`config.mk`:
```
export PLATFORM = sky130hd
export DESIGN_NAME = lcd_bitmap_window
export DESIGN_NICKNAME = d
export VERILOG_FILES = /design/src/rtl/lcd_bitmap_window.sv
export SDC_FILE = /design/constraint.sdc
export NUM_CORES = 1
export LEC_CHECK = 0
export CORE_MARGIN = 2
export CORE_UTILIZATION = 23
export CTS_BUF_LIST = sky130_fd_sc_hd__clkbuf_4 sky130_fd_sc_hd__clkbuf_8
export DETAILED_ROUTE_END_ITERATION = 10
export GPL_TIMING_DRIVEN = 0
export SKIP_CTS_REPAIR_TIMING = 1
export SLEW_MARGIN = 20
export SYNTH_ARGS = -nofsm -noshare
export SYNTH_HDL_FRONTEND = slang
export SYNTH_SLANG_ARGS = --single-unit
export TNS_END_PERCENT = 1
```
`constraint.sdc`:
```
create_clock -name sys_clk -period 4.4 [get_ports sys_clk]
set_clock_uncertainty 0.2 [all_clocks]
set_input_delay 0.66 -clock sys_clk [delete_from_list [all_inputs] [get_ports sys_clk]]
set_output_delay 0.66 -clock sys_clk [all_outputs]
set_load 0.02 [all_outputs]
```
`src/rtl/lcd_bitmap_window.sv`:
```
// Draws a 1-bpp ROM bitmap into an LCD window: window-address words, then two RGB565 bytes per pixel.
// Bit order within a row is LSB first; define LCD_BITMAP_MSB_FIRST_EN to select MSB first.
module lcd_bitmap_window #(
    parameter int ROM_W   = 240,
    parameter int ROM_AW  = 9,
    parameter int ROM_LAT = 2
) (
    input  logic              sys_clk,
    input  logic              sys_rst_n,
    input  logic              start,
    input  logic [8:0]        x_start,
    input  logic [8:0]        x_end,
    input  logic [8:0]        y_start,
    input  logic [8:0]        y_end,
    input  logic [15:0]       fg_color,
    input  logic [15:0]       bg_color,
    input  logic              wr_done,
    output logic [ROM_AW-1:0] rom_addr,
    input  logic [ROM_W-1:0]  rom_q,
    output logic [8:0]        lcd_data,
    output logic              lcd_en,
    output logic              busy,
    output logic              done,
    output logic              err
);

    typedef enum logic [2:0] {IDLE, CHECK, WIN, FETCH, PIX, DONE} state_t;

    localparam logic [2:0] LAT = 3'(ROM_LAT);

    state_t             r_state;
    logic [8:0]         r_xs, r_xe, r_ys, r_ye;
    logic [15:0]        r_fg, r_bg;
    logic [8:0]         r_wm1, r_hm1;
    logic [8:0]         r_row, r_px;
    logic [3:0]         r_widx;
    logic [2:0]         r_lat;
    logic               r_half;
    logic               r_wait;
    logic [ROM_W-1:0]   r_shift;
    logic [ROM_AW-1:0]  r_rom_addr;
    logic [8:0]         r_lcd_data;
    logic               r_lcd_en, r_busy, r_done, r_err;

    logic [9:0]         w_width;
    logic               w_reject;
    logic [15:0]        w_xs, w_xe, w_ys, w_ye;
    logic [8:0]         w_win_word;
    logic               w_bit;
    logic [15:0]        w_color;
    logic [8:0]         w_pix_word;

    assign w_width  = {1'b0, r_xe} - {1'b0, r_xs} + 10'd1;
    assign w_reject = (r_xe < r_xs) || (r_ye < r_ys) || (32'(w_width) > ROM_W);

    assign w_xs = {7'd0, r_xs};
    assign w_xe = {7'd0, r_xe};
    assign w_ys = {7'd0, r_ys};
    assign w_ye = {7'd0, r_ye};

    always_comb begin
        w_win_word = 9'h02A;
        case (r_widx)
            4'd0:    w_win_word = 9'h02A;
            4'd1:    w_win_word = {1'b1, w_xs[15:8]};
            4'd2:    w_win_word = {1'b1, w_xs[7:0]};
            4'd3:    w_win_word = {1'b1, w_xe[15:8]};
            4'd4:    w_win_word = {1'b1, w_xe[7:0]};
            4'd5:    w_win_word = 9'h02B;
            4'd6:    w_win_word = {1'b1, w_ys[15:8]};
            4'd7:    w_win_word = {1'b1, w_ys[7:0]};
            4'd8:    w_win_word = {1'b1, w_ye[15:8]};
            4'd9:    w_win_word = {1'b1, w_ye[7:0]};
            default: w_win_word = 9'h02C;
        endcase
    end

    // The current pixel's bit always sits at one end of the shift register.
`ifdef LCD_BITMAP_MSB_FIRST_EN
    assign w_bit = r_shift[ROM_W-1];
`else
    assign w_bit = r_shift[0];
`endif

    assign w_color    = w_bit ? r_fg : r_bg;
    assign w_pix_word = r_half ? {1'b1, w_color[7:0]} : {1'b1, w_color[15:8]};

    always_ff @(posedge sys_clk or negedge sys_rst_n) begin
        if (!sys_rst_n) begin
            r_state    <= IDLE;
            r_xs       <= '0;
            r_xe       <= '0;
            r_ys       <= '0;
            r_ye       <= '0;
            r_fg       <= '0;
            r_bg       <= '0;
            r_wm1      <= '0;
            r_hm1      <= '0;
            r_row      <= '0;
            r_px       <= '0;
            r_widx     <= '0;
            r_lat      <= '0;
            r_half     <= 1'b0;
            r_wait     <= 1'b0;
            r_shift    <= '0;
            r_rom_addr <= '0;
            r_lcd_data <= '0;
            r_lcd_en   <= 1'b0;
            r_busy     <= 1'b0;
            r_done     <= 1'b0;
            r_err      <= 1'b0;
        end else begin
            r_lcd_en <= 1'b0;
            r_done   <= 1'b0;
            case (r_state)
                IDLE: begin
                    // A start coinciding with the done pulse is dropped.
                    if (start && !r_done) begin
                        r_xs    <= x_start;
                        r_xe    <= x_end;
                        r_ys    <= y_start;
                        r_ye    <= y_end;
                        r_fg    <= fg_color;
                        r_bg    <= bg_color;
                        r_busy  <= 1'b1;
                        r_err   <= 1'b0;
                        r_state <= CHECK;
                    end
                end
                CHECK: begin
                    r_wm1  <= r_xe - r_xs;
                    r_hm1  <= r_ye - r_ys;
                    r_widx <= '0;
                    r_row  <= '0;
                    r_px   <= '0;
                    r_half <= 1'b0;
                    r_wait <= 1'b0;
                    if (w_reject) begin
                        r_err   <= 1'b1;
                        r_state <= DONE;
                    end else begin
                        r_state <= WIN;
                    end
                end
                WIN: begin
                    if (!r_wait) begin
                        r_lcd_en   <= 1'b1;
                        r_lcd_data <= w_win_word;
                        r_wait     <= 1'b1;
                    end else if (wr_done) begin
                        r_wait <= 1'b0;
                        if (r_widx == 4'd10) begin
                            r_rom_addr <= '0;
                            r_lat      <= '0;
                            r_state    <= FETCH;
                        end else begin
                            r_widx <= r_widx + 4'd1;
                        end
                    end
                end
                FETCH: begin
                    if (r_lat == LAT) begin
                        r_shift <= rom_q;
                        r_state <= PIX;
                    end else begin
                        r_lat <= r_lat + 3'd1;
                    end
                end
                PIX: begin
                    if (!r_wait) begin
                        r_lcd_en   <= 1'b1;
                        r_lcd_data <= w_pix_word;
                        r_wait     <= 1'b1;
                    end else if (wr_done) begin
                        r_wait <= 1'b0;
                        r_half <= ~r_half;
                        if (r_half) begin
`ifdef LCD_BITMAP_MSB_FIRST_EN
                            r_shift <= r_shift << 1;
`else
                            r_shift <= r_shift >> 1;
`endif
                            if (r_px == r_wm1) begin
                                r_px <= '0;
                                if (r_row == r_hm1) begin
                                    r_state <= DONE;
                                end else begin
                                    r_row      <= r_row + 9'd1;
                                    r_rom_addr <= ROM_AW'(r_row + 9'd1);
                                    r_lat      <= '0;
                                    r_state    <= FETCH;
                                end
                            end else begin
                                r_px <= r_px + 9'd1;
                            end
                        end
                    end
                end
                DONE: begin
                    r_done  <= 1'b1;
                    r_busy  <= 1'b0;
                    r_state <= IDLE;
                end
                default: r_state <= IDLE;
            endcase
        end
    end

    assign rom_addr = r_rom_addr;
    assign lcd_data = r_lcd_data;
    assign lcd_en   = r_lcd_en;
    assign busy     = r_busy;
    assign done     = r_done;
    assign err      = r_err;

endmodule
```
### Word-level counts from Yosys, hierarchy flattened

Index checks and enable logic that the tools add are counted.
W data, S select, Z words.

| word-level totals | value |
|---|---|
| input port bits | 312 |
| register bits | 378 |

| cells by class | value |
|---|---|
| multiplexer cells | 66 |
| $add $sub $neg | 8 |
| magnitude comparators | 3 |
| bitwise gates (word level) | 1 |
| equality and inequality tests | 33 |
| reduce and logical (&&, ||, !) cells | 27 |

Operators by type and width:

| kind | number |
|---|---|
| $mux W240 | 4 |
| $pmux W240 S2 | 1 |
| $mux W9 | 14 |
| $pmux W9 S10 | 1 |
| $pmux W9 S2 | 4 |
| $mux W3 | 20 |
| $ne A2 B2 Y1 const B | 15 |
| $add A9 B1 Y9 const B | 2 |
| $eq A9 B9 Y1 | 2 |
| $lt A9 B9 Y1 | 2 |
| $reduce_and A9 Y1 | 2 |
| $sub A9 B9 Y9 | 2 |
| $eq A4 B3 Y1 const B | 4 |
| $mux W16 | 1 |
| $pmux W3 S5 | 1 |
| $reduce_bool A2 Y1 | 7 |
| $eq A4 B4 Y1 const B | 3 |
| $mux W4 | 3 |
| $add A10 B1 Y10 const B | 1 |
| $gt A10 B8 Y1 const B | 1 |
| $mux W1 | 10 |
| $reduce_and A10 Y1 | 1 |
| $sub A9 B9 Y10 | 1 |
| $eq A3 B2 Y1 const B | 3 |
| other kinds (23) | 33 |

### Logic depth before layout (Yosys ltp)

| logic depth | value |
|---|---|
| depth after elaboration | 7 |
| depth in mapped cells | 11 |
| gate-level depth less buffers | 11 |

### Least setup slack after synthesis

OpenSTA, ideal clock, no wires.

| timing | value |
|---|---|
| path kind | register -> register |
| from | reg r_xs[6] |
| to | reg r_state[2] |
| buffers on the path | 0 |
| cell stages (with the launch flop) | 10 |
| path slack | 1380 ps |
| arrival time | 2676 ps |
| library setup time | 144 ps |
| data required time | 4056 ps |
| clock period less this slack | 3020 ps |
| path through | dfrtp_1 > inv_1 > ha_1 > fa_1 > or3b_2 > a311oi_1 > or4_1 > o211ai_1 > nor4_1 > o211ai_1 |

| on the way | value |
|---|---|
| cells in the longest elaborated chain, start to end | 6 |
| elaborated cells between the ends (all ways) | 8 |
| those cells by class | add/sub: 2; order compare: 2; mux: 2; reduce/logical: 2 |

RTL lines:

| what | line | RTL |
|---|---|---|
| start, declared | 32 | `logic [8:0] r_xs, r_xe, r_ys, r_ye;` |
| start signal, assigned | 119 | `r_xs <= x_start;` |
| $sub A9 B9 Y10 | 53 | `assign w_width = {1'b0, r_xe} - {1'b0, r_xs} + 10'd1;` |
| $add A10 B1 Y10 | 53 |  |
| $gt A10 B8 Y1 | 54 | `assign w_reject = (r_xe < r_xs) \|\| (r_ye < r_ys) \|\| (32'(w_width) > ROM_W);` |
| $logic_or A1 B1 Y1 (*) | 54 |  |
| $mux W3 (*) | 138 | `if (w_reject) begin` |
| $pmux W3 S5 (*) | 115 | `case (r_state)` |
| end signal, assigned | 127 | `r_state <= CHECK;` |
| end signal, assigned | 140 | `r_state <= DONE;` |
| end signal, assigned | 142 | `r_state <= WIN;` |
| end, declared | 31 | `state_t r_state;` |

Every way passes the cells marked *; elsewhere a longest branch is shown, timed or not.
A chain may end at the register's enable or synchronous reset.

### Final worst setup path

Same ends and word-level chain as after synthesis.

==> results.cfg <==
[outcome]
run_status = finished clean

[timing]
period_minus_slack_ns = 3.722
worstMarginPinSlew_ns = 1.032
finalSetupViolations = 0
period_share_pct = 84.59
rsz0062_at_grt = no
hold_slack_ns = 0.2758
slew_headroom_pct = 30.58
finalHoldViolCount = 0
fmax_ghz = 0.2687
setup_ws_ns = 0.6778
maxSlewViolCount = 0

[synth]
synth.avg_cell_area_um2 = 10.26
postSynthCellCount = 1806
synth-seq-cells = 378
synth-seq-area-share_pct = 51.04
synth_warnings = 0
synth_area_mm2 = 0.01853
synth_area_leaders = dfrtp_1, mux2i_1, o21ai_0
ys.flop_type = dfrtp_1
synth_top_area_share_pct = 51.04
async_flop_share_pct = 100.0
ys_types = 59
synth_nets = 2163
synth_top_area_cell = dfrtp_1
synth-edff-count = 0

[drt]
wl_per_cell_um = 17.27
vias_per_cell = 4.427
wl_um = 57760
firstDrtPassIters = 5
first_iter_violations = 714
vias = 14800
ant_nets = 0
drc = 0

[global_routing]
grt_antenna_before_repair = 17
grt_pass1_wl_um = 87700
grt_max_degree = 92
grt_overflow = 0
grt_pass1_vias = 14860
grt_usage_pct = 13.73

[floorplan]
fp.dieArea_mm2 = 0.08286
io_pins = 334
rows = 104
die_width_um = 287.9
start_util_pct = 23.12
dieHeight_um = 287.9
core_mm2 = 0.08016

[worst_setup_path]
crit_fanout = 6
critPathLaunchType = flop
crit_type = reg2reg
worstPathRequired_ns = 4.69
r2r_start = r_xs[6]
crit_start = r_xs[6]
end_kind = flop
r2r-end = r_state[2]
arrival_ns = 4.01
rrSetupSlack_ns = 0.68
reg2reg_depth = 9

[finish]
drive_gt1_share_pct = 9.771
syn_to_final_growth_pct = 34.66
post-route-util_pct = 31.13
final.fill_count = 8344
final_nets = 2577
postLayoutCellArea_mm2 = 0.02496

[cts]
cts.sinks = 378
root_buffer = clkbuf_8
cts_made_buffers = 74
htree_levels = 3
cts_tree = yes
clk_latency_ns = 0.67
clkTransAtPathRegs_ns = 0.06
ctsLongestPathBuffers = 3

[worst_hold_path]
hp-start = r_shift[14]
whs_endpoint = r_shift[14]
holdPathStages = 2
hold_path_class = reg2reg

[place]
numPortBuffers = 333
place_ws_ns = 0.5855
dp_hpwl_um = 42840
gp_congestion = 0.8515
dpl_cell_area_mm2 = 0.02331

[pwr]
power_uw = 15340
ir_drop_v = 0.0002335
power_density_mw_per_mm2 = 614.8
p_leak_uw = 0.01186

[job]
maxCapViolations = 0
==> synthesized netlist by cell type (all sizes together), types with 13 or more instances <==
library cell	n
dfrtp	378
nand2	329
o21ai	317
mux2i	243
clkbuf	91
mux2	52
inv	49
nor2	42
ha	36
buf	26
xnor2	26
a21oi	22
xor2	22
nand3	20
a22oi	13
nand2b	13
==> metal layers <==
layer  vias to the layer above  global-route usage [%]  part of all wire (%)
li1                       7117                       -                     -
met1                      7169                   18.06                    45
met5                         -                       0                  0.12
met2                       392                   20.99                    46
met3                       116                   3.479                   6.1
met4                        10                   6.645                   3.5
==> power by group <==
part	internal, uW	switching (uW)	total, uW
logic	2740	3230	5970
clock network	2230	1620	3850
registers	4710	817	5520
==> critical path: stages (launching register included) <==
cell and delay, ns:
dfrtp_1 0.42, inv_1 0.09, ha_1 0.23, fa_1 0.62, or3b_2 0.49, a311oi_1 0.35, or4_1 0.17, o211ai_1 0.08
nor4_1 0.76, o211ai_1 0.16
==> placed cells by master, fill, tap and decap left out, drive strengths merged, types with 4 or more instances in the layout <==
cell type,n
nand2b,13
a31oi,7
xnor2,26
and3,4
a21oi,22
dfrtp,378
a21o,8
o22ai,12
xor2,22
o21ai,317
clkinv,4
nor2,42
ha,36
inv,52
nand4,5
buf,31
and2,5
nor2b,10
fa,9
clkdlybuf4s50,332
nand2,329
mux2i,243
a211oi,4
o211ai,4
mux4,8
diode,12
nand3,20
o31ai,6
a22oi,13
mux2,52
clkbuf,208
nor4,6
==> how the worst max path moves through the flow <==
| stage | depth (start not counted) | to | slack, ns |
|---|---|---|---|
| 6_report | 9 | r_state[2] | 0.68 |
| 2_1_floorplan | 9 | r_state[2] | 1.38 |
| 4_1_cts | 9 | r_state[2] | 0.63 |
| 3_3_place_gp | 1 | r_shift[41] | -15.37 |
| 5_1_grt | 9 | err | 0.44 |
| 3_5_place_dp | 8 | r_shift[114] | 0.59 |
==> cell type report <==
type	instances	area, um^2	area share [%]
Clock buffer	117	1460	5.851
Sequential cell	378	9459	37.90
Inverter	49	183.9	0.7370
Timing Repair Buffer	338	3458	13.86
Antenna cell	12	30.03	0.1203
Tap cell	1060	1326	5.315
Buffer	117	478.0	1.915
Multi-Input combinational cell	1262	8417	33.73
Clock inverter	11	142.6	0.5716
==> metrics by stage <==
stage | setup TNS (ns) | cells
after floorplan | 0 | 1806
after global placement | -5786.01 | 3199
after detailed placement | 0 | 3203
after CTS | 0 | 3331
after global routing | 0 | 3343
final | 0 | 3344
==> flip-flops by register name, indices dropped and copies added (netlist names) <==
register / flops
busy: 1
done: 1
err: 1
lcd_data: 9
lcd_en: 1
r_bg: 16
r_fg: 16
r_half: 1
r_hm1: 9
r_lat: 3
r_px: 9
r_row: 9
r_shift: 240
r_state: 3
r_wait: 1
r_widx: 4
r_wm1: 9
r_xe: 9
r_xs: 9
r_ye: 9
r_ys: 9
rom_addr: 9
==> kinds of logic after synthesis <==
logic type	share of synthesized area (%)
adders and majority gates	3.403
muxes	17.26
AOI/OAI and AO/OA	12.28
DFF	51.04
and+or+nand+nor	10.18
xor gates and xnor gates	2.269
buffers and inverters	3.565
Note: power is estimated with default switching activity, not from simulation.
==> RTL change 1: new RTL, same settings <==
Re-encode `state_t` (6 states) as one-hot, 6 bits wide.
--- a/src/rtl/lcd_bitmap_window.sv
+++ b/src/rtl/lcd_bitmap_window.sv
@@ -24,7 +24,7 @@
     output logic              err
 );
 
-    typedef enum logic [2:0] {IDLE, CHECK, WIN, FETCH, PIX, DONE} state_t;
+    typedef enum logic [5:0] {IDLE = 6'b000001, CHECK = 6'b000010, WIN = 6'b000100, FETCH = 6'b001000, PIX = 6'b010000, DONE = 6'b100000} state_t;
 
     localparam logic [2:0] LAT = 3'(ROM_LAT);
 
Function: no difference found for any inputs over 4 cycles, from zero or initial values and one cycle with sys_rst_n low; so few cycles prove little.
==> RTL change 1 against the unedited design <==
Design area decreased by 0.61%; first-iteration DRC count grew 53%; final cell count rose by 10%; sequential power down 21%; wire length rose by 6.5%; highest routed layer unchanged; synthesized area decreased by 0.24%; die area fell by 0.24%; power fell by 24%; worst setup slack got worse by 0.076 ns; non-clock buffer count rose by 24; sequential cell count is 3 higher.
==> RTL change 1: results (changes against the unedited design) <==
vias in the first global route=16800 (+13%); final net count=2930 (+14%); clk root buf=clkbuf_8; clock latency on the worst-skew pair=roughly 0.66 ns; share of total power in the clock network=0.320 (+0.069); Top delay family on crit path=compound AO/OA/AOI/OAI gates; Least-Margin Pin Slew=0.992 ns (-0.0402 ns); fill count=8434 (+1.1%); first-pass GRT wire length=94900 um (+8.2%); HPWL after detailed placement=45500 um (+6.2%); worst min path class=in -> async; Synth cell types=69 (+17%); Commonest cells post-synth=nand2_1 (688), dfrtp_1 (380), nor2_1 (280); sequential-to-total area share from yosys stat=0.516 (+0.00537); reg2reg start=r_xs[1]; number of DRC markers in iteration 0=1090 (+53%); Critical Path Fanout Max=4 (-2); r2r setup slk=0.60 ns (-0.08 ns); Worst R2R End=r_state[5]; Worst R2R Path Depth=12 (+3); pre-CTS WS=0.677 ns (+0.0918 ns); Regs by FF count=r_shift (240), r_bg (16), r_fg (16); status=complete, no violations; H-tree depth=3 (unchanged); largest net degree at the start of global routing=93 (+1.1%); synth top area cells=dfrtp_1 (51%), nand2_1 (14%), a31oi_1 (8.4%), nor2_1 (5.7%), ha_1 (2.4%); PD cells=469 mW/mm^2 (-24%); antenna violations before repair=13 (-4); crit-path max cell delay=0.46 ns (-0.30 ns); Routed WL per cell=16.7 um (-3.2%); Internal=7630 uW (-21%); Total GRT Usage=0.147 (+0.00935); worst-case clock buffer depth=3 (unchanged); number of port buffers=333 (unchanged); share of cells above drive strength 1=0.0854 (-0.0123); syn_nets=2516 (+16%); Placer Congestion=0.860 (+1.0%); leak pwr=0.0103 uW (-13%); WP data arrival=4.08 ns (+0.07 ns); Yosys Warn Count=0 (unchanged); Async SR Flop Fraction=1.00 (unchanged); Via density=4.54 (+2.5%); crit share post-route=0.863 (+0.0172); crit end category=flip-flop; First-pass DRT Iterations=5 (unchanged); Clock transition at path regs=0.06 ns (about the same); Worst VDD drop=257 uV (+10%); CP max-delay cell=or4_1
## RTL change 1: cell count changes after synthesis, sizes merged, moves of 7 or more
cell / before / now
nor2: 42 / 280
nor3: 2 / 9
nand2: 329 / 688
nand2b: 13 / 20
buf: 26 / 73
mux2i: 243 / 2
o21ai: 317 / 92
a31oi: 7 / 248
mux2: 52 / 10
a21o: 8 / 1
clkbuf: 91 / 68
## RTL change 1: cell type report
type                            instances  share of cell area
Inverter                               50             0.00757
Buffer                                141              0.0252
Timing Repair Buffer                  338               0.139
Multi-Input combinational cell       1587               0.328
Clock buffer                          108              0.0541
Sequential cell                       381               0.384
Tap cell                             1050              0.0530
Clock inverter                         19             0.00747
Antenna cell                            6            0.000605
## RTL change 1: power groups by stage
stage	clock network (uW)	logic [uW]	registers, uW
after global placement	0	3480	4420
after global routing	4000	3990	4420
after CTS	3850	3560	4370
after detailed placement	0	3540	4420
after floorplan	0	2300	4330
final	3720	3540	4370
## RTL change 1: worst min-delay path by stage
stage	cells past startpoint	endpoint
floorplan	0	busy
global placement	2	r_fg[0]
detailed placement	2	r_bg[7]
CTS	1	r_shift[51]
global route	2	r_shift[51]
finish	2	r_shift[51]
## RTL change 1: logic make-up after synthesis
kind of cell	count (synthesis)	synth area share
muxes	20	0.0169
xor gates and xnor gates	44	0.0208
buffers and inverters	191	0.0438
adders and majority gates	45	0.0341
AOI/OAI and AO/OA	416	0.139
and+or+nand+nor	1062	0.229
DFF	381	0.516
## RTL change 1: layer usage
| layer | track usage | up-vias | wire [um] |
|---|---|---|---|
| met3 | 0.0330 | 130 | 3870 |
| met1 | 0.198 | 7966 | 28200 |
| met2 | 0.227 | 496 | 27600 |
| met5 | 0 | - | 62 |
| met4 | 0.0573 | 10 | 1880 |
| li1 | - | 8101 | - |
## RTL change 1: per-stage QoR
| step | hold slack [ns] | cells | area [um^2] | setup TNS, ns | total power [uW] |
|---|---|---|---|---|---|
| 2_1_floorplan | 0.164 | 2159 | 18500 | 0 | 6630 |
| 6_report | 0.258 | 3680 | 24800 | 0 | 11600 |
| 4_1_cts | -0.426 | 3673 | 24800 | 0 | 11800 |
| 5_1_grt | 0.218 | 3679 | 24800 | 0 | 12400 |
| 3_5_place_dp | 0.261 | 3546 | 23300 | 0 | 7960 |
| 3_3_place_gp | 0.255 | 3542 | 23100 | -5828.88 | 7900 |
==> RTL change 2: new RTL, same flow settings <==
Made on the original files. The option `LCD_BITMAP_MSB_FIRST_EN` is turned on by a define.
--- a/src/rtl/lcd_bitmap_window.sv
+++ b/src/rtl/lcd_bitmap_window.sv
@@ -1,5 +1,7 @@
 // Draws a 1-bpp ROM bitmap into an LCD window: window-address words, then two RGB565 bytes per pixel.
 // Bit order within a row is LSB first; define LCD_BITMAP_MSB_FIRST_EN to select MSB first.
+`define LCD_BITMAP_MSB_FIRST_EN
+
 module lcd_bitmap_window #(
     parameter int ROM_W   = 240,
     parameter int ROM_AW  = 9,
Check against the original RTL: not settled (the Yosys comparison gave no result); the edit may change what the design does.
==> RTL change 2 against the unedited design <==
First-iteration DRC count grew 65%; power rose by 4.0%; count of clock-buffer cells in the layout decreased by 13; sequential cell count unchanged; design area decreased by 1.7%; worst setup slack better by 0.45 ns; wire length up 1.7%; synthesized area fell by 1.5%; non-clock buffer count is 22 higher; critical endpoint unchanged.
==> RTL change 2: results (changes against the unedited design) <==
status=complete, no violations; antenna violations before repair=8 (-9); Synth cell types=58 (-1.7%); Routed WL per cell=16.5 um (-4.2%); Worst VDD drop=285 uV (+22%); Regs by FF count=r_shift (240), r_bg (16), r_fg (16); number of DRC markers in iteration 0=1180 (+65%); sequential-to-total area share from yosys stat=0.518 (+0.00777); leak pwr=0.0102 uW (-14%); syn_nets=2398 (+11%); first-pass GRT wire length=91200 um (+3.9%); setup violators final=0 (unchanged); number of port buffers=333 (unchanged); M1 WL=26700 um (+3.4%); Placer Congestion=0.859 (+0.87%); Total GRT Usage=0.142 (+0.00517); vias in the first global route=16100 (+8.4%); Pwr Total=16000 uW (+4.0%); largest net degree at the start of global routing=92 (unchanged); WP data arrival=3.60 ns (-0.41 ns); First-pass DRT Iterations=6 (+1); ys flop type=dfrtp_1; fill count=8244 (-1.2%); clock latency on the worst-skew pair=0.64 ns (-0.03 ns); synth top area cells=dfrtp_1 (52%), nand2_1 (11%), a31oi_1 (8.3%), nor2_1 (5.7%), mux2_2 (3.1%); slew margin rel.=0.330 (+0.0238); Critical Path Fanout Max=4 (-2); pre-CTS WS=0.781 ns (+0.195 ns); Commonest cells post-synth=nand2_1 (553), dfrtp_1 (378), nor2_1 (278); H-tree depth=3 (unchanged); WL met3=4180 um (+19%); HPWL after detailed placement=43700 um (+2.1%); share of cells above drive strength 1=0.0969 (-0.000795); Via density=4.52 (+2.1%); CTS Buf Count=72 (-2.7%); final net count=2810 (+9.0%); Met2 Wirelength=26500 um (+0.43%)
[RTL change 2: report_power, final]
| group | internal (uW) | switching [uW] |
|---|---|---|
| sequential | 4940 | 929 |
| combinational | 2770 | 3640 |
| clock | 2110 | 1560 |
| total | 9820 | 6130 |
[RTL change 2: kinds of logic (layout without fill, tap and decap cells)]
family | Yosys count | in the layout | synth area share
fa+ha+maj | 45 | 45 | 0.0345
compound gates | 410 | 410 | 0.139
flops | 378 | 378 | 0.518
mux | 61 | 61 | 0.0424
other cells | 0 | 3 | 0
simple gates | 905 | 905 | 0.198
xor+xnor | 51 | 51 | 0.0245
buf+inv | 191 | 647 | 0.0431
[RTL change 2: layout make-up]
type / count / share of cell area
flip-flops and latches: 378 / 0.386
multi-input cells: 1472 / 0.326
repair buffers: 338 / 0.141
clock buffers: 104 / 0.0543
well taps: 1050 / 0.0535
plain buffers: 139 / 0.0242
inverters: 52 / 0.00796
clock inverters: 14 / 0.00688
diodes: 3 / 0.000306
[RTL change 2: final timing paths]
check,startpoint,to,slack [ns],cells after the start
max in group asynchronous,sys_rst_n,r_shift[84],2.46,4
worst min register to register,r_hm1[0],r_hm1[0],0.30,2
worst min-delay path,r_hm1[0],r_hm1[0],0.30,2
worst max register to register,r_xs[5],r_state[2],1.13,11
worst max-delay path,r_xs[5],r_state[2],1.13,11
min in group asynchronous,sys_rst_n,r_xe[3],0.31,2
[RTL change 2: routing by layer]
layer	vias up	GRT usage
met2	444	0.222
li1	7747	-
met4	8	0.0461
met3	95	0.0382
met5	-	0
met1	7751	0.192
[RTL change 2: worst max-delay path: stages (launching register included)]
cell and delay [ns]:
dfrtp_1 0.40, inv_1 0.15, ha_1 0.20, inv_1 0.06, fa_1 0.53, inv_1 0.09
a21o_1 0.18, a2111oi_0 0.44, mux2i_1 0.13, a21oi_1 0.17, nand3_1 0.24, a221o_1 0.38
[RTL change 2: per-stage QoR]
stage / std cells / instance area [um^2]
after floorplan: 2041 / 18300
after global placement: 3424 / 22900
after detailed placement: 3428 / 23000
after CTS: 3546 / 24500
after global routing: 3548 / 24500
final: 3550 / 24500
